## src/rtl/riot_io_timer.sv

```systemverilog
// RIOT-class peripheral: N_PORTS bidirectional 8-bit ports with direction
// registers, a prescaled interval timer with post-expiry fast count, and an
// edge-detect interrupt on one selectable port pin.
module riot_io_timer #(
    parameter int N_PORTS     = 2,
    parameter int SYNC_STAGES = 2,
    parameter int EDGE_PORT   = 0,
    parameter int EDGE_BIT    = 7,
    parameter int DIV0        = 1,
    parameter int DIV1        = 8,
    parameter int DIV2        = 64,
    parameter int DIV3        = 1024
) (
    input  logic                 phi2,
    input  logic                 rst,
    input  logic                 cs,
    input  logic                 we_n,
    input  logic [4:0]           A,
    input  logic [7:0]           DI,
    output logic [7:0]           DO,
    output logic                 OE,
    output logic                 irq_n,
    output logic [8*N_PORTS-1:0] PO,
    output logic [8*N_PORTS-1:0] PDDR,
    input  logic [8*N_PORTS-1:0] PI
);

    localparam int PRE_W = 16;
    localparam int EDGE_IDX = 8 * EDGE_PORT + EDGE_BIT;

    typedef logic [PRE_W-1:0] pre_t;

    // Prescale reload value (ratio minus one) for each rate select code.
    function automatic pre_t divReload(input logic [1:0] sel);
        case (sel)
            2'd0:    divReload = pre_t'(DIV0 - 1);
            2'd1:    divReload = pre_t'(DIV1 - 1);
            2'd2:    divReload = pre_t'(DIV2 - 1);
            default: divReload = pre_t'(DIV3 - 1);
        endcase
    endfunction

    logic [8*N_PORTS-1:0] sync_q [SYNC_STAGES];
    logic [8*N_PORTS-1:0] piSync;
    logic [8*N_PORTS-1:0] effective;

    logic [8*N_PORTS-1:0] po_q, po_d;
    logic [8*N_PORTS-1:0] ddr_q, ddr_d;
    logic [7:0]           timer_q, timer_d;
    pre_t                 pre_q, pre_d;
    logic [1:0]           divSel_q, divSel_d;
    logic                 fast_q, fast_d;
    logic                 tFlag_q, tFlag_d;
    logic                 tIe_q, tIe_d;
    logic                 eFlag_q, eFlag_d;
    logic                 eIe_q, eIe_d;
    logic                 ePol_q, ePol_d;
    logic                 ePrev_q;
    logic [7:0]           do_q, do_d;
    logic                 oe_q, oe_d;
    logic                 irqN_q, irqN_d;

    logic       accRead, accWrite;
    logic       timerWrite, timerRead, flagRead, edgeCtlWrite, portWrite;
    logic       expire, edgeCur, edgeHit;
    logic [7:0] portData, portDdr, rdData;

    assign accRead      = cs & we_n;
    assign accWrite     = cs & ~we_n;
    assign portWrite    = accWrite & ~A[4];
    assign timerWrite   = accWrite & A[4] & ~A[2];
    assign edgeCtlWrite = accWrite & A[4] & A[2];
    assign timerRead    = accRead & A[4] & ~A[2] & ~A[0];
    assign flagRead     = accRead & A[4] & A[0];

    assign piSync    = sync_q[SYNC_STAGES-1];
    assign effective = (ddr_q & po_q) | (~ddr_q & piSync);
    assign edgeCur   = effective[EDGE_IDX];
    assign edgeHit   = (edgeCur != ePrev_q) && (edgeCur == ePol_q);

    // Pad inputs are asynchronous, so pass them through a flop chain first.
    always_ff @(posedge phi2 or posedge rst) begin
        if (rst) begin
            for (int s = 0; s < SYNC_STAGES; s++) sync_q[s] <= '0;
        end else begin
            sync_q[0] <= PI;
            for (int s = 1; s < SYNC_STAGES; s++) sync_q[s] <= sync_q[s-1];
        end
    end

    // Select the addressed port; unimplemented ports leave both values at zero.
    always_comb begin
        portData = 8'h00;
        portDdr  = 8'h00;
        for (int p = 0; p < N_PORTS; p++) begin
            if (A[3:1] == 3'(p)) begin
                portData = effective[8*p +: 8];
                portDdr  = ddr_q[8*p +: 8];
            end
        end
    end

    // Read data mux; a port read returns the pin as driven or as sampled.
    always_comb begin
        rdData = 8'h00;
        if (!A[4]) rdData = A[0] ? portDdr : portData;
        else if (A[0]) rdData = {tFlag_q, eFlag_q, 6'b000000};
        else if (!A[2]) rdData = timer_q;
    end

    // Next state: ports, timer with its set-beats-clear flag, edge detector, bus output.
    always_comb begin
        po_d     = po_q;
        ddr_d    = ddr_q;
        timer_d  = timer_q;
        pre_d    = pre_q;
        divSel_d = divSel_q;
        fast_d   = fast_q;
        tFlag_d  = tFlag_q;
        tIe_d    = tIe_q;
        eFlag_d  = eFlag_q;
        eIe_d    = eIe_q;
        ePol_d   = ePol_q;
        expire   = 1'b0;

        if (portWrite) begin
            for (int p = 0; p < N_PORTS; p++) begin
                if (A[3:1] == 3'(p)) begin
                    if (A[0]) ddr_d[8*p +: 8] = DI;
                    else      po_d[8*p +: 8]  = DI;
                end
            end
        end

        if (fast_q || pre_q == '0) begin
            timer_d = timer_q - 8'd1;
            expire  = (timer_q == 8'h00);
            if (!fast_q) pre_d = divReload(divSel_q);
        end else begin
            pre_d = pre_q - pre_t'(1);
        end

        if (timerRead) begin
            tIe_d   = A[3];
            tFlag_d = 1'b0;
        end
        if (expire) begin
            tFlag_d = 1'b1;
            fast_d  = 1'b1;
        end
        if (timerWrite) begin
            timer_d  = DI;
            divSel_d = A[1:0];
            pre_d    = divReload(A[1:0]);
            tIe_d    = A[3];
            tFlag_d  = 1'b0;
            fast_d   = 1'b0;
        end

        if (flagRead) eFlag_d = 1'b0;
        if (edgeHit)  eFlag_d = 1'b1;
        if (edgeCtlWrite) begin
            ePol_d = A[0];
            eIe_d  = A[1];
        end

        do_d   = accRead ? rdData : 8'h00;
        oe_d   = accRead;
        irqN_d = ~((tFlag_d & tIe_d) | (eFlag_d & eIe_d));
    end

    // State registers; irq_n is itself a flop so it never glitches.
    always_ff @(posedge phi2 or posedge rst) begin
        if (rst) begin
            po_q     <= '0;
            ddr_q    <= '0;
            timer_q  <= 8'h00;
            pre_q    <= divReload(2'd3);
            divSel_q <= 2'd3;
            fast_q   <= 1'b0;
            tFlag_q  <= 1'b0;
            tIe_q    <= 1'b0;
            eFlag_q  <= 1'b0;
            eIe_q    <= 1'b0;
            ePol_q   <= 1'b0;
            ePrev_q  <= 1'b0;
            do_q     <= 8'h00;
            oe_q     <= 1'b0;
            irqN_q   <= 1'b1;
        end else begin
            po_q     <= po_d;
            ddr_q    <= ddr_d;
            timer_q  <= timer_d;
            pre_q    <= pre_d;
            divSel_q <= divSel_d;
            fast_q   <= fast_d;
            tFlag_q  <= tFlag_d;
            tIe_q    <= tIe_d;
            eFlag_q  <= eFlag_d;
            eIe_q    <= eIe_d;
            ePol_q   <= ePol_d;
            ePrev_q  <= edgeCur;
            do_q     <= do_d;
            oe_q     <= oe_d;
            irqN_q   <= irqN_d;
        end
    end

    assign PO    = po_q;
    assign PDDR  = ddr_q;
    assign DO    = do_q;
    assign OE    = oe_q;
    assign irq_n = irqN_q;

endmodule

```

## config.mk

```make
export PLATFORM = sky130hd
export DESIGN_NAME = riot_io_timer
export DESIGN_NICKNAME = d
export VERILOG_FILES = /design/src/rtl/riot_io_timer.sv
export SDC_FILE = /design/constraint.sdc
export NUM_CORES = 1
export LEC_CHECK = 0
export BUFFER_PORTS_ARGS = -buffer_cell sky130_fd_sc_hd__buf_4
export CORE_ASPECT_RATIO = 1.75
export CORE_MARGIN = 5
export CORE_UTILIZATION = 35
export DETAILED_ROUTE_END_ITERATION = 10
export SYNTH_ARGS = -nofsm -noshare
export SYNTH_HDL_FRONTEND = slang
export SYNTH_SLANG_ARGS = --single-unit
```

## constraint.sdc

```tcl
create_clock -name phi2 -period 4.79 [get_ports phi2]
set_clock_uncertainty 0.15 [all_clocks]
set_input_delay 0.958 -clock phi2 [delete_from_list [all_inputs] [get_ports phi2]]
set_output_delay 0.958 -clock phi2 [all_outputs]
set_load 0.02 [all_outputs]
```

Yosys cells after proc, flatten, opt, wreduce, memory -nomap -nowiden
Index checks and enable logic that the tools add are counted.

word-level totals
  register bits after elaboration = 107
  input port bits = 33
  output and inout port bits = 42
  word-level logic and storage cells = 91

operators by class
  add/sub/neg operators = 2
  equality and inequality tests = 8
  multiplexer cells = 27
  bitwise operators = 22
  reduce and logical (&&, ||, !) cells = 13

operators with widths
  cell                   number
  $mux 8                 11
  $pmux 10 s3            2
  $mux 16                3
  $and 16x16->16         2
  $logic_not 16->1       1
  $not 16->16            1
  $or 16x16->16          1
  $sub 16x1->16 const B  1
  $and 1x1->1            12
  $reduce_and 3->1       4
  $mux 1                 11
  $logic_not 8->1        1
  $sub 8x1->8 const B    1
  $not 1->1              5
  $eq 2x1->1 const B     2
  $eq 2x2->1 const B     2
  $logic_not 2->1        2
  $reduce_bool 2->1      2
  $eq 3x1->1 const B     1
  $logic_not 3->1        1
  $ne 3x3->1 const B     1
  $eq 1x1->1             1
  $logic_and 1x1->1      1
  $logic_or 1x1->1       1
  2 further kinds        2

Logic depth before layout (Yosys ltp)
  word-level depth = 10
  mapped depth = 8
  mapped depth without buffers = 7

Least setup slack after synthesis
No wires, ideal clock.

  path type = input to register
  start point = in A[2]
  end point = reg po_q[10], in the netlist PO[10]
  library setup time = 125 ps
  arrival time = 2751 ps
  required time = 4515 ps
  setup slack = 1764 ps
  stages on the path = 5
  buffers on the path = 2
  cells stage by stage = clkbuf_1 -> or3b_2 -> clkbuf_1 -> nor4_2 -> mux2_2

on the way
  cells in the longest elaborated chain, start to end = 2

ends and longest elaborated chain
  item                               line  source
  start, declared                    18    input logic [4:0] A,
  $eq 3x1->1                         128   if (A[3:1] == 3'(p)) begin
  $reduce_and 3->1 (no source line)  n/a
  end signal, assigned               191   po_q <= po_d;
  end, declared                      47    logic [8*N_PORTS-1:0] po_q, po_d;

No other way between the ends.
A chain may end at the register's enable or synchronous reset.

Final worst setup path
  start point = in A[1]
  end point = reg po_q[14], in the netlist PO[14]

Same word-level chain as after synthesis.

==> reports/results.env <==
NETLIST_INSTANCES=406
WORSTSKEWPAIRLATENCY_NS=0.34
TIMING.CRITICAL_PATH.DEPTH=4
R2R_SETUP_SLACK_NS=1.87
POST-ROUTE-MIN-PERIOD_NS=3.039
FIRST_GLOBAL_VIAS=3630
NUMBER_OF_SYNTHESIZED_FLOPS_WITH_AN_ENABLE_PIN=0
SYNTH_SEQ_CELLS=107
CTS-ROOT-BUF='clkbuf_16'
ANTENNADIODECOUNT=0
COUNT_OF_UNRESOLVED_DRC_VIOLATIONS_AFTER_ROUTING=0
CLK_PIN_SLEW_WORST_PATHS_NS=0.07
LAYOUT-DRIVE-GT1-SHARE_PCT=36.04
TIMING_HOLD_VIOLATIONS_FINAL=0
SETUP.WORST_PATH.START='A[1]'
COMBPWRFRAC_PCT=24.6
BOUNDARYPINS=75
IO_BUFFERS=74
CORE_REGION_AREA_UM2=13380
TIMING.FINAL.WS_SETUP_NS=1.751
FLOW.AREA_GROWTH_FROM_SYNTHESIS_PCT=21.53
POST_DRT_VIA_CELL_RATIO=5.291
DIE_HEIGHT_UM=164.2
CTS_MADE_BUFFERS=9
CLKPWRFRAC_PCT=28.4
SYNTH.YOSYS.SEQ_AREA_SHARE_PCT=56.67
GRT.OVERFLOW.TOTAL=0
TIMING.SETUP.TNS_NS=0
DETAILED_PLACE_HPWL_MM=8.374
DIE-WIDTH_UM=98.10
ROUTED_LEN_INST_UM=17.72
CP_NUM_BUF_INV=1
YOSYS_MOST_USED_DFF='dfrtp_1'
CRIT_SLOWEST_CELL='nor4_2'
TIMING.CRITICAL_PATH.TO_TYPE='register'
TIMING.FMAX_MHz=329.1
POSTCTSSETUPREPAIRBUFS=0
SYNTH.NET_COUNT=442
GRT_FIRST_PASS_WIRELENGTH_MM=18.57
YS_TOP_CELLS_BY_AREA='dfrtp_1 (49%), mux2_2 (12%), dfstp_2 (7.2%)'
TIMING.CRITICAL_PATH.MAX_DELAY_FAMILY='simple AND/OR/NAND/NOR gates'
PLACEDCELLCOUNT=639
CTS.HTREE.LEVELS=3
DIE_OUTLINE_AREA_UM2=16100
MIN-DELAY-PATH-CLASS='register to register'
SEQUENTIALPOWERSHARE_PCT=47.0
YOSYSUNIQUECELLTYPES=50
SYNTHESIS.AREA_UM2=4753
POSTCTSRESIZEDCELLS=0
SHARE_OF_SYNTHESIZED_FLIP_FLOPS_WITH_AN_ASYNCHRONOUS_SET_OR_RESET_PCT=100.0
DETAILEDROUTE.FIRSTITERATIONVIOLATIONS=222
CRITICAL_PATH.MAX_FANOUT=22
TIMING.FINAL.MAX_SLEW_VIOLATIONS=0
OUTCOME='finished, final reports clean'
POWER.LEAKAGE_nW=2.646
YOSYS_WARNINGS=0
SWITCHING_PART_OF_THE_TOTAL_POWER_PCT=31.35
WORST_SETUP_START_KIND='input port'
HOLDBUFCOUNTCTS=0
HOLD_PATH_DEPTH=0
ANTENNA_VIOLATING_NETS_POST_ROUTE=0
GP_CONGESTION=0.7992
POST_DP_CELL_AREA_UM2=5477
CTS.SINKS=107
RR_ENDPOINT='timer_q[3]'
ANTENNA_FOUND_INITIAL=0
FLOORPLAN.INITIALDENSITY_PCT=35.52
WORST_EP_REQUIRED_TIME_NS=4.87
INTERNAL_POWER_mW=1.818
TOTAL_VIA_COUNT_AFTER_DETAILED_ROUTING=3460
ENDPOINT='PO[14]'
FINAL_AREA_UM2=5777
CLOCK_TREE.BUFFER_DEPTH=2
SWITCHINGPOWER_mW=0.8303
FINAL-SETUP-VIOL-COUNT=0
COUNT_OF_CELLS_ALONG_THE_WORST_REGISTER_TO_REGISTER_PATH=5
CORE.ROWCOUNT=56
TRITONCTS='built'
P_PER_AREA_nW_PER_UM2=458.5
DETAILEDROUTE.FIRSTPASSITERATIONCOUNT=5
FINISH.CELL_COUNT_WITHOUT_FILLERS=654
FIN_CRIT_SH_PCT=63.43
FINAL_CORE_UTILIZATION_PCT=43.17
GRT_MAX_DEGREE=84
TRACK_USAGE_PCT=14.70
TIMING.CRITICAL_PATH.ARRIVAL_NS=3.12
POST_SYNTH.CELL_AREA_AVG_UM2=11.71
POST-SYNTH-TOP-AREA-CELL='dfrtp_1'
DETAIL_ROUTE.WIRELENGTH_MM=11.59
IR_DROP_V=0.0002026
MAX_SLEW_MARGIN_PCT=28.23
REGTOREGSTARTPOINT='pre_q[13]'
MAX_CAP_VIOLATIONS=0
RSZ0062_AT_GRT='no'
CRITICALPATHCATEGORY='input port to register'
NUM-NETS-FINAL=512
POST-PLACE-WS_NS=1.366
NETLIST.AREA_LEADER.SHARE_PCT=49.49
CRITICAL_PATH.MAX_STAGE_DELAY_NS=0.81
TIMING.CRITICAL_PATH.CELLS='buf_4 > or3b_2 > nor4_2 > mux2_2'
WORST-SLEW-PIN-TRANSITION_NS=1.077
Yosys cell counts, types with 8 or more instances:
cell type / number
a31oi_1: 9
dfrtp_1: 94
inv_1: 11
a21oi_1: 10
dfstp_2: 13
nand2_1: 23
o22ai_1: 16
mux2_2: 51
o21ai_0: 19
nor3_1: 10
or4_1: 9
mux2i_1: 8
clkbuf_1: 15
or3_1: 8
nor2_1: 25
worst reg2reg max path: stages (launching register included):
cell and delay, ns:
dfrtp_1 0.44, or4_1 0.56, nor4_1 0.38, a21oi_1 0.41
or4b_2 0.72, a31oi_1 0.18
per-layer routing:
layer | vias up | global-route usage [%] | share of wire (%)
met4 | 0 | 5.356 | 1.8
met5 | - | 0 | 0
met1 | 1741 | 16.73 | 39
li1 | 1634 | - | -
met2 | 70 | 27.11 | 56
met3 | 15 | 2.762 | 3.1
power by group through the flow:
stage / Sequential (mW) / Clock [mW] / Combinational, mW
after floorplan: 1.26 / 0 / 0.430
after detailed placement: 1.26 / 0 / 0.654
after CTS: 1.24 / 0.773 / 0.657
after global placement: 1.25 / 0 / 0.641
after global routing: 1.27 / 0.807 / 0.726
final: 1.24 / 0.753 / 0.651
cell usage in the layout, fill, tap and decap left out, types with 4 or more instances in the layout:
master and instances:
mux2i_1 8, nor3_1 10, or4_1 9, nand2_1 23, or2_2 6, dfstp_2 13, a21o_1 5, a31oi_1 9
mux2_2 51, clkbuf_16 9, buf_4 78, nand3_1 7, nand2b_1 5, or3_1 8, nor2_1 25, a22o_1 5
dfrtp_1 94, o22ai_1 16, o22a_1 4, o21ai_0 19, inv_1 10, and2_1 4, a21oi_1 10
layout make-up:
cell class | instances | area [µm²]
clock buffer | 10 | 239.0
clock inverter | 5 | 61.31
fill | 1278 | 7606
inverter | 11 | 43.79
multi-input combinational | 269 | 1936
sequential | 107 | 2694
tap | 174 | 217.7
timing repair buffer | 78 | 585.6
metrics by stage:
stage / hold WS (ns) / power (mW)
final: 0.1990 / 2.648
after global routing: 0.2078 / 2.800
after CTS: 0.2010 / 2.671
after detailed placement: 0.1847 / 1.910
after global placement: 0.1817 / 1.889
after floorplan: 0.1812 / 1.692
how the worst min path moves through the flow:
stage / slack [ns] / end / start
after detailed placement: 0.18 / piSync[12] / sync_q[28]
after floorplan: 0.18 / piSync[0] / sync_q[16]
after global placement: 0.18 / piSync[5] / sync_q[21]
after CTS: 0.20 / piSync[12] / sync_q[28]
final: 0.20 / piSync[6] / sync_q[22]
after global routing: 0.21 / piSync[8] / sync_q[24]
registers in the layout, indices dropped and copies added (netlist names), 2 cells and up:
| register | cells |
|---|---|
| DO | 8 |
| PDDR | 16 |
| PO | 16 |
| divSel_q | 2 |
| piSync | 16 |
| pre_q | 16 |
| sync_q | 16 |
| timer_q | 8 |
cells by family (layout without fill, tap and decap cells):
kind of cell               after synthesis  in the layout  share of synthesized area (%)
adders and majority gates                3              3                         0.7898
muxes                                   59             59                          13.77
buffers and inverters                   30            104                          2.606
xor gates and xnor gates                 1              1                         0.1843
DFF                                    107            107                          56.67
AOI/OAI and AO/OA                       88             88                          12.06
and+or+nand+nor                        118            118                          13.92
Note: power is estimated with default switching activity, not from simulation.
